**src/rtl/descriptor_receive_queue_if.sv**
```systemverilog
// Descriptor receive queue handshake bundle.
// master: sender/consumer side, slave: the queue.
interface descriptor_receive_queue_if;
    logic [45:0] iv_descriptor;
    logic        i_descriptor_wr;
    logic        o_descriptor_ack;
    logic [45:0] ov_descriptor;
    logic        o_descriptor_valid;
    logic        i_descriptor_rd;
    logic [2:0]  ov_queue_usedw;
    logic [15:0] ov_rcv_cnt;

    modport master (
        output iv_descriptor,
        output i_descriptor_wr,
        output i_descriptor_rd,
        input  o_descriptor_ack,
        input  ov_descriptor,
        input  o_descriptor_valid,
        input  ov_queue_usedw,
        input  ov_rcv_cnt
    );

    modport slave (
        input  iv_descriptor,
        input  i_descriptor_wr,
        input  i_descriptor_rd,
        output o_descriptor_ack,
        output ov_descriptor,
        output o_descriptor_valid,
        output ov_queue_usedw,
        output ov_rcv_cnt
    );
endinterface

```
**src/rtl/descriptor_receive_queue.sv**
```systemverilog
// Four-entry first-word-fall-through descriptor queue
// with a level-request / pulse-ack receive handshake.
module descriptor_receive_queue (
    input logic                          i_clk,
    input logic                          i_rst,
    descriptor_receive_queue_if.slave    q
);
    typedef enum logic {IDLE_S, ACK_S} state_t;

    state_t      state;
    state_t      state_nxt;
    logic        wr_acc;
    logic        pop;
    logic [45:0] mem [4];
    logic [1:0]  head;
    logic [1:0]  tail;
    logic [2:0]  usedw;
    logic        ack;
    logic [15:0] cnt;

    // Full-ness uses registered usedw only, so a same-cycle pop never
    // makes room for a write.
    assign pop = q.i_descriptor_rd && (usedw != 3'd0);

    always_ff @(posedge i_clk) begin
        if (i_rst) state <= IDLE_S;
        else       state <= state_nxt;
    end

    always_comb begin
        state_nxt = IDLE_S;
        wr_acc    = 1'b0;
        case (state)
            IDLE_S: begin
                if (q.i_descriptor_wr && (usedw < 3'd4)) begin
                    wr_acc    = 1'b1;
                    state_nxt = ACK_S;
                end
            end
            ACK_S:   state_nxt = IDLE_S;
            default: state_nxt = IDLE_S;
        endcase
    end

    always_ff @(posedge i_clk) begin
        if (i_rst) begin
            head  <= 2'd0;
            tail  <= 2'd0;
            usedw <= 3'd0;
            ack   <= 1'b0;
            cnt   <= 16'd0;
        end else begin
            ack   <= wr_acc;
            usedw <= usedw + {2'b0, wr_acc} - {2'b0, pop};
            cnt   <= cnt + {15'b0, wr_acc};
            if (wr_acc) tail <= tail + 2'd1;
            if (pop)    head <= head + 2'd1;
        end
    end

    // Storage needs no reset; stale entries are hidden by usedw.
    always_ff @(posedge i_clk) begin
        if (wr_acc && !i_rst) mem[tail] <= q.iv_descriptor;
    end

    assign q.o_descriptor_ack   = ack;
    assign q.o_descriptor_valid = (usedw != 3'd0);
    assign q.ov_descriptor      = (usedw != 3'd0) ? mem[head] : 46'h0;
    assign q.ov_queue_usedw     = usedw;
    assign q.ov_rcv_cnt         = cnt;
endmodule

```
**src/flat_wrapper.sv**
```systemverilog
// flat-port wrapper written by rule: the top's interface ports become plain ports
module descriptor_receive_queue_flat 
  (i_clk, i_rst, q_iv_descriptor, q_i_descriptor_wr, q_i_descriptor_rd, q_o_descriptor_ack, q_ov_descriptor, q_o_descriptor_valid, q_ov_queue_usedw, q_ov_rcv_cnt);
  descriptor_receive_queue_if q_i ();
  input logic i_clk;
  input logic i_rst;
  input wire logic [$bits(q_i.iv_descriptor)-1:0] q_iv_descriptor;
  input wire logic [$bits(q_i.i_descriptor_wr)-1:0] q_i_descriptor_wr;
  input wire logic [$bits(q_i.i_descriptor_rd)-1:0] q_i_descriptor_rd;
  output wire logic [$bits(q_i.o_descriptor_ack)-1:0] q_o_descriptor_ack;
  output wire logic [$bits(q_i.ov_descriptor)-1:0] q_ov_descriptor;
  output wire logic [$bits(q_i.o_descriptor_valid)-1:0] q_o_descriptor_valid;
  output wire logic [$bits(q_i.ov_queue_usedw)-1:0] q_ov_queue_usedw;
  output wire logic [$bits(q_i.ov_rcv_cnt)-1:0] q_ov_rcv_cnt;
  assign q_i.iv_descriptor = q_iv_descriptor;
  assign q_i.i_descriptor_wr = q_i_descriptor_wr;
  assign q_i.i_descriptor_rd = q_i_descriptor_rd;
  assign q_o_descriptor_ack = q_i.o_descriptor_ack;
  assign q_ov_descriptor = q_i.ov_descriptor;
  assign q_o_descriptor_valid = q_i.o_descriptor_valid;
  assign q_ov_queue_usedw = q_i.ov_queue_usedw;
  assign q_ov_rcv_cnt = q_i.ov_rcv_cnt;
  descriptor_receive_queue u_core (.i_clk(i_clk), .i_rst(i_rst), .q(q_i));
endmodule
```
**config.mk**
```make
export PLATFORM = sky130hd
export DESIGN_NAME = descriptor_receive_queue_flat
export DESIGN_NICKNAME = d
export VERILOG_FILES = /design/src/rtl/descriptor_receive_queue_if.sv /design/src/rtl/descriptor_receive_queue.sv /design/src/flat_wrapper.sv
export SDC_FILE = /design/constraint.sdc
export NUM_CORES = 1
export LEC_CHECK = 0
export ABC_CLOCK_PERIOD_IN_PS = 3400
export BUFFER_PORTS_ARGS = -buffer_cell sky130_fd_sc_hd__buf_2
export CAP_MARGIN = 5
export CORE_MARGIN = 10
export CORE_UTILIZATION = 57
export CTS_CLUSTER_SIZE = 40
export DETAILED_ROUTE_END_ITERATION = 16
export GPL_ROUTABILITY_DRIVEN = 0
export GPL_TIMING_DRIVEN = 0
export HOLD_SLACK_MARGIN = 0.02
export PLACE_DENSITY = 0.84
export SLEW_MARGIN = 20
export SYNTH_ARGS = -nofsm -noshare
export SYNTH_HDL_FRONTEND = slang
export SYNTH_SLANG_ARGS = --single-unit
```
**constraint.sdc**
```tcl
create_clock -name i_clk -period 3.4 [get_ports i_clk]
set_clock_uncertainty 0.1 [all_clocks]
set_input_delay 0.68 -clock i_clk [delete_from_list [all_inputs] [get_ports i_clk]]
set_output_delay 0.68 -clock i_clk [all_outputs]
set_load 0.03 [all_outputs]
```
==> results.toml, run 1 <==
[sta]
fmax_ghz = 0.320
worstMarginPinSlew_ns = 0.696
maxSlewViolCount = 0
slew_headroom_pct = 53.6
setup_viol = 0
fin_crit_ns = 3.13
period_share_pct = 92.0
rsz0062_at_grt = "no"
finalHoldViolCount = 0
setup_tns_ns = 0

[final_layout]
multi_input_area_mm2 = 0.00196
fin_util_pct = 69.0
stdcell_count = 753
seqCellArea_mm2 = 0.00605
finalNetCount = 618
fillCellCount = 909
syn_to_final_growth_pct = 18.3
drive_gt1_share_pct = 36.4
final_area_mm2 = 0.00961

[clock_tree]
clk_pin_slew_ns = 0.06
clkLatencyLatePin_ns = 0.48
cts_hold_buf = 0
cts_max_level = 1
post_cts_buffers = 0
cts_buffers = 21
tritoncts = "built"
cts_num_sinks = 210
cts_root_buffer = "clkbuf_16"
cts.repair.resized = 0
cts_buffer_depth = 3

[job]
cap_viol_max_count = 0

[worst_setup_path]
slowest_delay_ns = 0.47
start_kind = "flip-flop"
worstSetupEndpointType = "primary output"
crit_fanout = 10
cp_top_family = "buffers and inverters"
cp.arrival_ns = 2.35
path_class = "flip-flop to primary output"
reg2reg_slack_ns = 0.92
slowest_stage = "clkbuf_1"
cp_cell_sequence = "clkbuf_1 > buf_2 > mux4_2 > nor2b_1 > buf_2"
cp_data_required_time_ns = 2.62
cp.buffers_inverters = 3
crit_path_frequent_cell = "buf_2"

[synth]
synth_compound_area_share_pct = 1.34
yosys-top-cells-count = "edfxtp_1, nor2b_1, mux4_2, dfxtp_1, nor2_1"
synth-simple-area-share_pct = 7.17
ys.flop_type = "edfxtp_1"
synth_adder_area_share_pct = 1.48
yosysMostFrequentCell = "edfxtp_1"
syn_area_mm2 = 0.00813
yosys-top-cells-area = "edfxtp_1, mux4_2, dfxtp_1"
synthMuxAreaShare_pct = 13.3
synth-edff-count = 184
netlist.area_leader.share_pct = 68.0
synthArstFlopShare_pct = 0
synth_top_family_by_area = "multiplexers"
ys_warn_count = 0
synth_xor_area_share_pct = 0.754
synth_cell_types = 31
syn-mean-instance-area_um2 = 19.3
syn_inst = 421
yosys.area.top_type = "edfxtp_1"
ys_seq_area_share_pct = 74.4
synth.ff_latch_count = 210
synth_fp_nets = 480

[routing]
ant_nets = 0
drc = 0
dr.pass1.iters = 4
wl_per_cell_um = 20.2
first_iter_violations = 332
num_vias = 4202
viasPerCell = 5.58
wirelength_mm = 15.2

[place]
place_area_mm2 = 0.00894
io_buffer_count = 115
dp.cells = 716
hpwl_mm = 9.93

[die]
ios = 117
dieHeight_um = 139
start_util_pct = 58.3
rows = 43
die_w_um = 139
die-area_mm2 = 0.0194
design.core.area_mm2 = 0.0139

[global_route]
antenna_found_initial = 2
grt_pass1_wl_mm = 24.3
grt_remaining_overflow = 0
grt_use_total_pct = 15.5
grt_max_degree = 47
grt_pass1_vias = 4568

[hold_path]
hp-class = "input port to flip-flop"

[power]
ir_drop_uv = 443
p_leak_nw = 3.38
power.total_w = 0.00751
power.density_mw_per_mm2 = 782

[outcome]
outcome = "complete, no violations"
flip-flops by register name, indices dropped and copies added, names as in the netlist, named ones only:
signal and count:
u_core.head 2, u_core.mem 184, u_core.q.ov_queue_usedw 3, u_core.q.ov_rcv_cnt 16, u_core.state 1, u_core.tail 2
cell usage in the layout (no fill, tap or decap), drive strengths merged:
master,n
edfxtp,184
buf,125
nor2b,53
mux4,46
clkbuf,31
dfxtp,26
nor2,13
inv,11
clkinv,10
a21oi,8
ha,8
o31ai,6
nand3,5
or4,5
and2,5
nand4,5
xor2,4
o21ai,3
or3,3
xnor2,3
nor4,3
nand2,3
bufinv,3
mux2,3
nor3,2
diode,1
nor3b,1
o311ai,1
mux2i,1
fa,1
routing by layer:
| metal | wire length [µm] | global-route usage, % | vias to the layer above |
|---|---|---|---|
| met2 | 7870 | 26.4 | 128 |
| met1 | 5830 | 18.7 | 2120 |
| met4 | 246 | 3.68 | 0 |
| met3 | 1250 | 4.90 | 22 |
| met5 | 0 | 0 | - |
| li1 | - | - | 1932 |
power breakdown:
group	switching [W]	internal, W
clock	0.000881	0.00135
combinational	0.00142	0.000837
sequential	0.0000617	0.00296
total	0.00236	0.00515
cell families (layout without fill, tap and decap cells):
| family | Yosys count | in the layout |
|---|---|---|
| multiplexers | 50 | 50 |
| adder cells (fa/ha/maj) | 9 | 9 |
| other | 0 | 1 |
| flip-flops | 210 | 210 |
| AND/OR/NAND/NOR | 98 | 98 |
| AO/OA/AOI/OAI | 18 | 18 |
| buffers and inverters | 29 | 180 |
| XOR/XNOR | 7 | 7 |
final cells by class:
cell class              count  area share (%)
flip-flops and latches    210            62.9
well taps                 180            2.34
repair buffers            115            5.99
inverters                  11           0.429
plain buffers              18           0.937
clock buffers              23            5.54
diodes                      1          0.0260
clock inverters            13            1.43
multi-input cells         182            20.4
through the flow:
stage	hold WS [ns]	setup WS (ns)
after CTS	0.299	0.0658
after global placement	0.375	-0.446
final	0.314	0.273
after floorplan	0.385	0.525
after detailed placement	0.396	0.530
after global routing	0.299	0.0983
final timing paths:
check / start / endpoint / cells past startpoint
min reg2reg: u_core.q.ov_rcv_cnt[11]$_SDFF_PP0_ / u_core.q.ov_rcv_cnt[11]$_SDFF_PP0_ / 2
min: q_iv_descriptor[22] / u_core.mem[1][22]$_DFFE_PP_ / 1
max reg2reg: u_core.q.ov_queue_usedw[2]$_SDFF_PP0_ / u_core.q.ov_rcv_cnt[14]$_SDFF_PP0_ / 6
max: flip-flop / q_ov_descriptor[32] / 5
(Power assumes the default switching activity.)
==> run 2: changes to the inputs <==
Settings changed: ABC_AREA from default to 1, PLACE_DENSITY 0.84 to 0.83.
==> run 2 against run 1 <==
Effect of this change:
- via count grew 39%
- sequential power is essentially flat
- worst setup slack gained 0.22 ns
- cell count grew 42%
- synthesized cell count grew 70%
- register-to-register slack gained 0.15 ns
- global-route usage grew 2.7 points
- critical endpoint is now q_ov_descriptor[22]
==> results.toml, run 2 <==
[global_route]
grt_pass1_vias = 5947
grt_remaining_overflow = 0
antenna_found_initial = 2
grt_max_degree = 24
grt_use_total_pct = 18.2
grt_pass1_wl_mm = 29.2

[synth]
synth_top_family_by_area = "simple AND/OR/NAND/NOR gates"
synth_compound_area_share_pct = 9.92
synth-simple-area-share_pct = 12.0
syn_inst = 717
synth_xor_area_share_pct = 0.314
yosys-top-cells-area = "edfxtp_1, nor2_1, dfxtp_1"
synth_adder_area_share_pct = 1.44
synthArstFlopShare_pct = 0
ys_warn_count = 0
synth.ff_latch_count = 210
yosysMostFrequentCell = "nor2_1"
ys.flop_type = "edfxtp_1"
yosys-top-cells-count = "nor2_1, edfxtp_1, o21ai_0, a21oi_1, nand2_1"
synth_fp_nets = 776
synth_cell_types = 23
synthMuxAreaShare_pct = 0
synth-edff-count = 184
netlist.area_leader.share_pct = 66.1
syn_area_mm2 = 0.00836
syn-mean-instance-area_um2 = 11.7
ys_seq_area_share_pct = 72.3
yosys.area.top_type = "edfxtp_1"

[die]
rows = 44
ios = 117
dieHeight_um = 141
start_util_pct = 57.7
design.core.area_mm2 = 0.0145
die_w_um = 141
die-area_mm2 = 0.0199

[routing]
dr.pass1.iters = 5
wl_per_cell_um = 17.8
num_vias = 5823
ant_nets = 0
wirelength_mm = 19.0
first_iter_violations = 514
drc = 0
viasPerCell = 5.46

[place]
hpwl_mm = 12.4
io_buffer_count = 116
dp_slack_ns = 0.764

[worst_setup_path]
worstSetupEndpointType = "primary output"
start_kind = "flip-flop"
slowest_delay_ns = 0.47
cp_data_required_time_ns = 2.62
path_class = "flip-flop to primary output"
cp_cell_sequence = "nor2_1 > nand2_1 > inv_2 > buf_1 > a21oi_1 > buf_2"
slowest_stage = "buf_1"
crit_fanout = 10
cp_top_family = "buffers and inverters"
cp.arrival_ns = 2.13
cp.buffers_inverters = 3

[sta]
fin_crit_ns = 2.91
slew_headroom_pct = 62.2
setup_viol = 0
setup_tns_ns = 0
fmax_ghz = 0.344
maxSlewViolCount = 0
setup_slack_ns = 0.491
hold_slack_ns = 0.307
rsz0062_at_grt = "no"
worstMarginPinSlew_ns = 0.566
finalHoldViolCount = 0
period_share_pct = 85.6

[power]
p_leak_nw = 3.80
pwr-share-comb_pct = 32.5
internal-power_w = 0.00491
switching_power_w = 0.00275
power.density_mw_per_mm2 = 762
ir_drop_uv = 392
swShare_pct = 35.9
pwr-share-seq_pct = 39.3
p_clk_share_pct = 28.2

[clock_tree]
cts_max_level = 1
cts_hold_buf = 0
post_cts_buffers = 0
cts_buffers = 22
cts.repair.resized = 0
cts_num_sinks = 210
cts_root_buffer = "clkbuf_16"
cts_buffer_depth = 3
tritoncts = "built"
clk_pin_slew_ns = 0.06
clkLatencyLatePin_ns = 0.49

[job]
cap_viol_max_count = 0

[hold_path]
hp-class = "input port to flip-flop"

[final_layout]
top_register = "u_core.mem"
syn_to_final_growth_pct = 20.2
finalNetCount = 924
layout_commonest_cell = "nor2_1"
layout_common_cells = "nor2_1, edfxtp_1, buf_2, o21ai_0, a21oi_1"
largest_reg_flops = 184
drive_gt1_share_pct = 19.8

[outcome]
outcome = "complete, no violations"
==> run 2: cells by family (layout without fill, tap and decap cells) <==
group | after synthesis | after routing
buffers and inverters | 69 | 233
other | 0 | 2
AO/OA/AOI/OAI | 162 | 162
AND/OR/NAND/NOR | 264 | 264
adder cells (fa/ha/maj) | 9 | 9
XOR/XNOR | 3 | 3
flip-flops | 210 | 210
==> run 2: layout make-up <==
cell class / instances / area [µm²]
multi-input cells: 438 / 2010
diodes: 2 / 5.00
plain buffers: 35 / 209
repair buffers: 124 / 771
clock buffers: 35 / 631
inverters: 34 / 128
fillers: 1009 / 4430
flip-flops and latches: 210 / 6050
clock inverters: 5 / 23.8
well taps: 184 / 230
==> run 2: per-layer routing <==
metal / up-vias / global-route usage (%) / wire (µm)
met4: 0 / 5.33 / 307
met1: 2787 / 20.4 / 7330
met3: 27 / 4.40 / 1550
met5: - / 0 / 0
met2: 231 / 33.2 / 9810
li1: 2778 / - / -
==> run 2: worst reg2reg max path, stage by stage (launching register included) <==
cell,delay [ns]
dfxtp_1,0.44
nor2_1,0.07
nand2_1,0.14
nand2_1,0.13
inv_1,0.10
ha_1,0.22
inv_1,0.05
ha_1,0.14
inv_1,0.05
fa_1,0.37
xor2_1,0.18
o21ai_0,0.16
a21oi_1,0.06
==> run 2: power groups by stage <==
stage / Sequential [W] / Combinational [W] / Clock, W
floorplan: 0.00310 / 0.00163 / 0
global route: 0.00302 / 0.00269 / 0.00231
CTS: 0.00301 / 0.00251 / 0.00218
detailed placement: 0.00306 / 0.00251 / 0
finish: 0.00301 / 0.00249 / 0.00216
global placement: 0.00307 / 0.00241 / 0
==> run 2: final timing paths <==
check                                                      startpoint                                     to  slack [ns]  cells past startpoint
worst max-delay path            u_core.q.ov_queue_usedw[1]$_SDFF_PP0_                    q_ov_descriptor[22]        0.49                      6
worst min register to register  u_core.q.ov_queue_usedw[2]$_SDFF_PP0_  u_core.q.ov_queue_usedw[2]$_SDFF_PP0_        0.39                      1
worst min-delay path                              q_iv_descriptor[22]            u_core.mem[2][22]$_DFFE_PP_        0.31                      1
worst max register to register  u_core.q.ov_queue_usedw[1]$_SDFF_PP0_  u_core.q.ov_queue_usedw[2]$_SDFF_PP0_        1.07                     12
==> run 2: stage by stage <==
step	cell area [µm²]	std cells	power, W	util [%]
after floorplan	8360	717	0.00473	-
after global placement	9170	1017	0.00549	63.3
after detailed placement	9390	1025	0.00557	64.9
after CTS	10000	1065	0.00771	69.4
after global routing	10000	1066	0.00802	69.4
final	10100	1067	0.00766	69.4
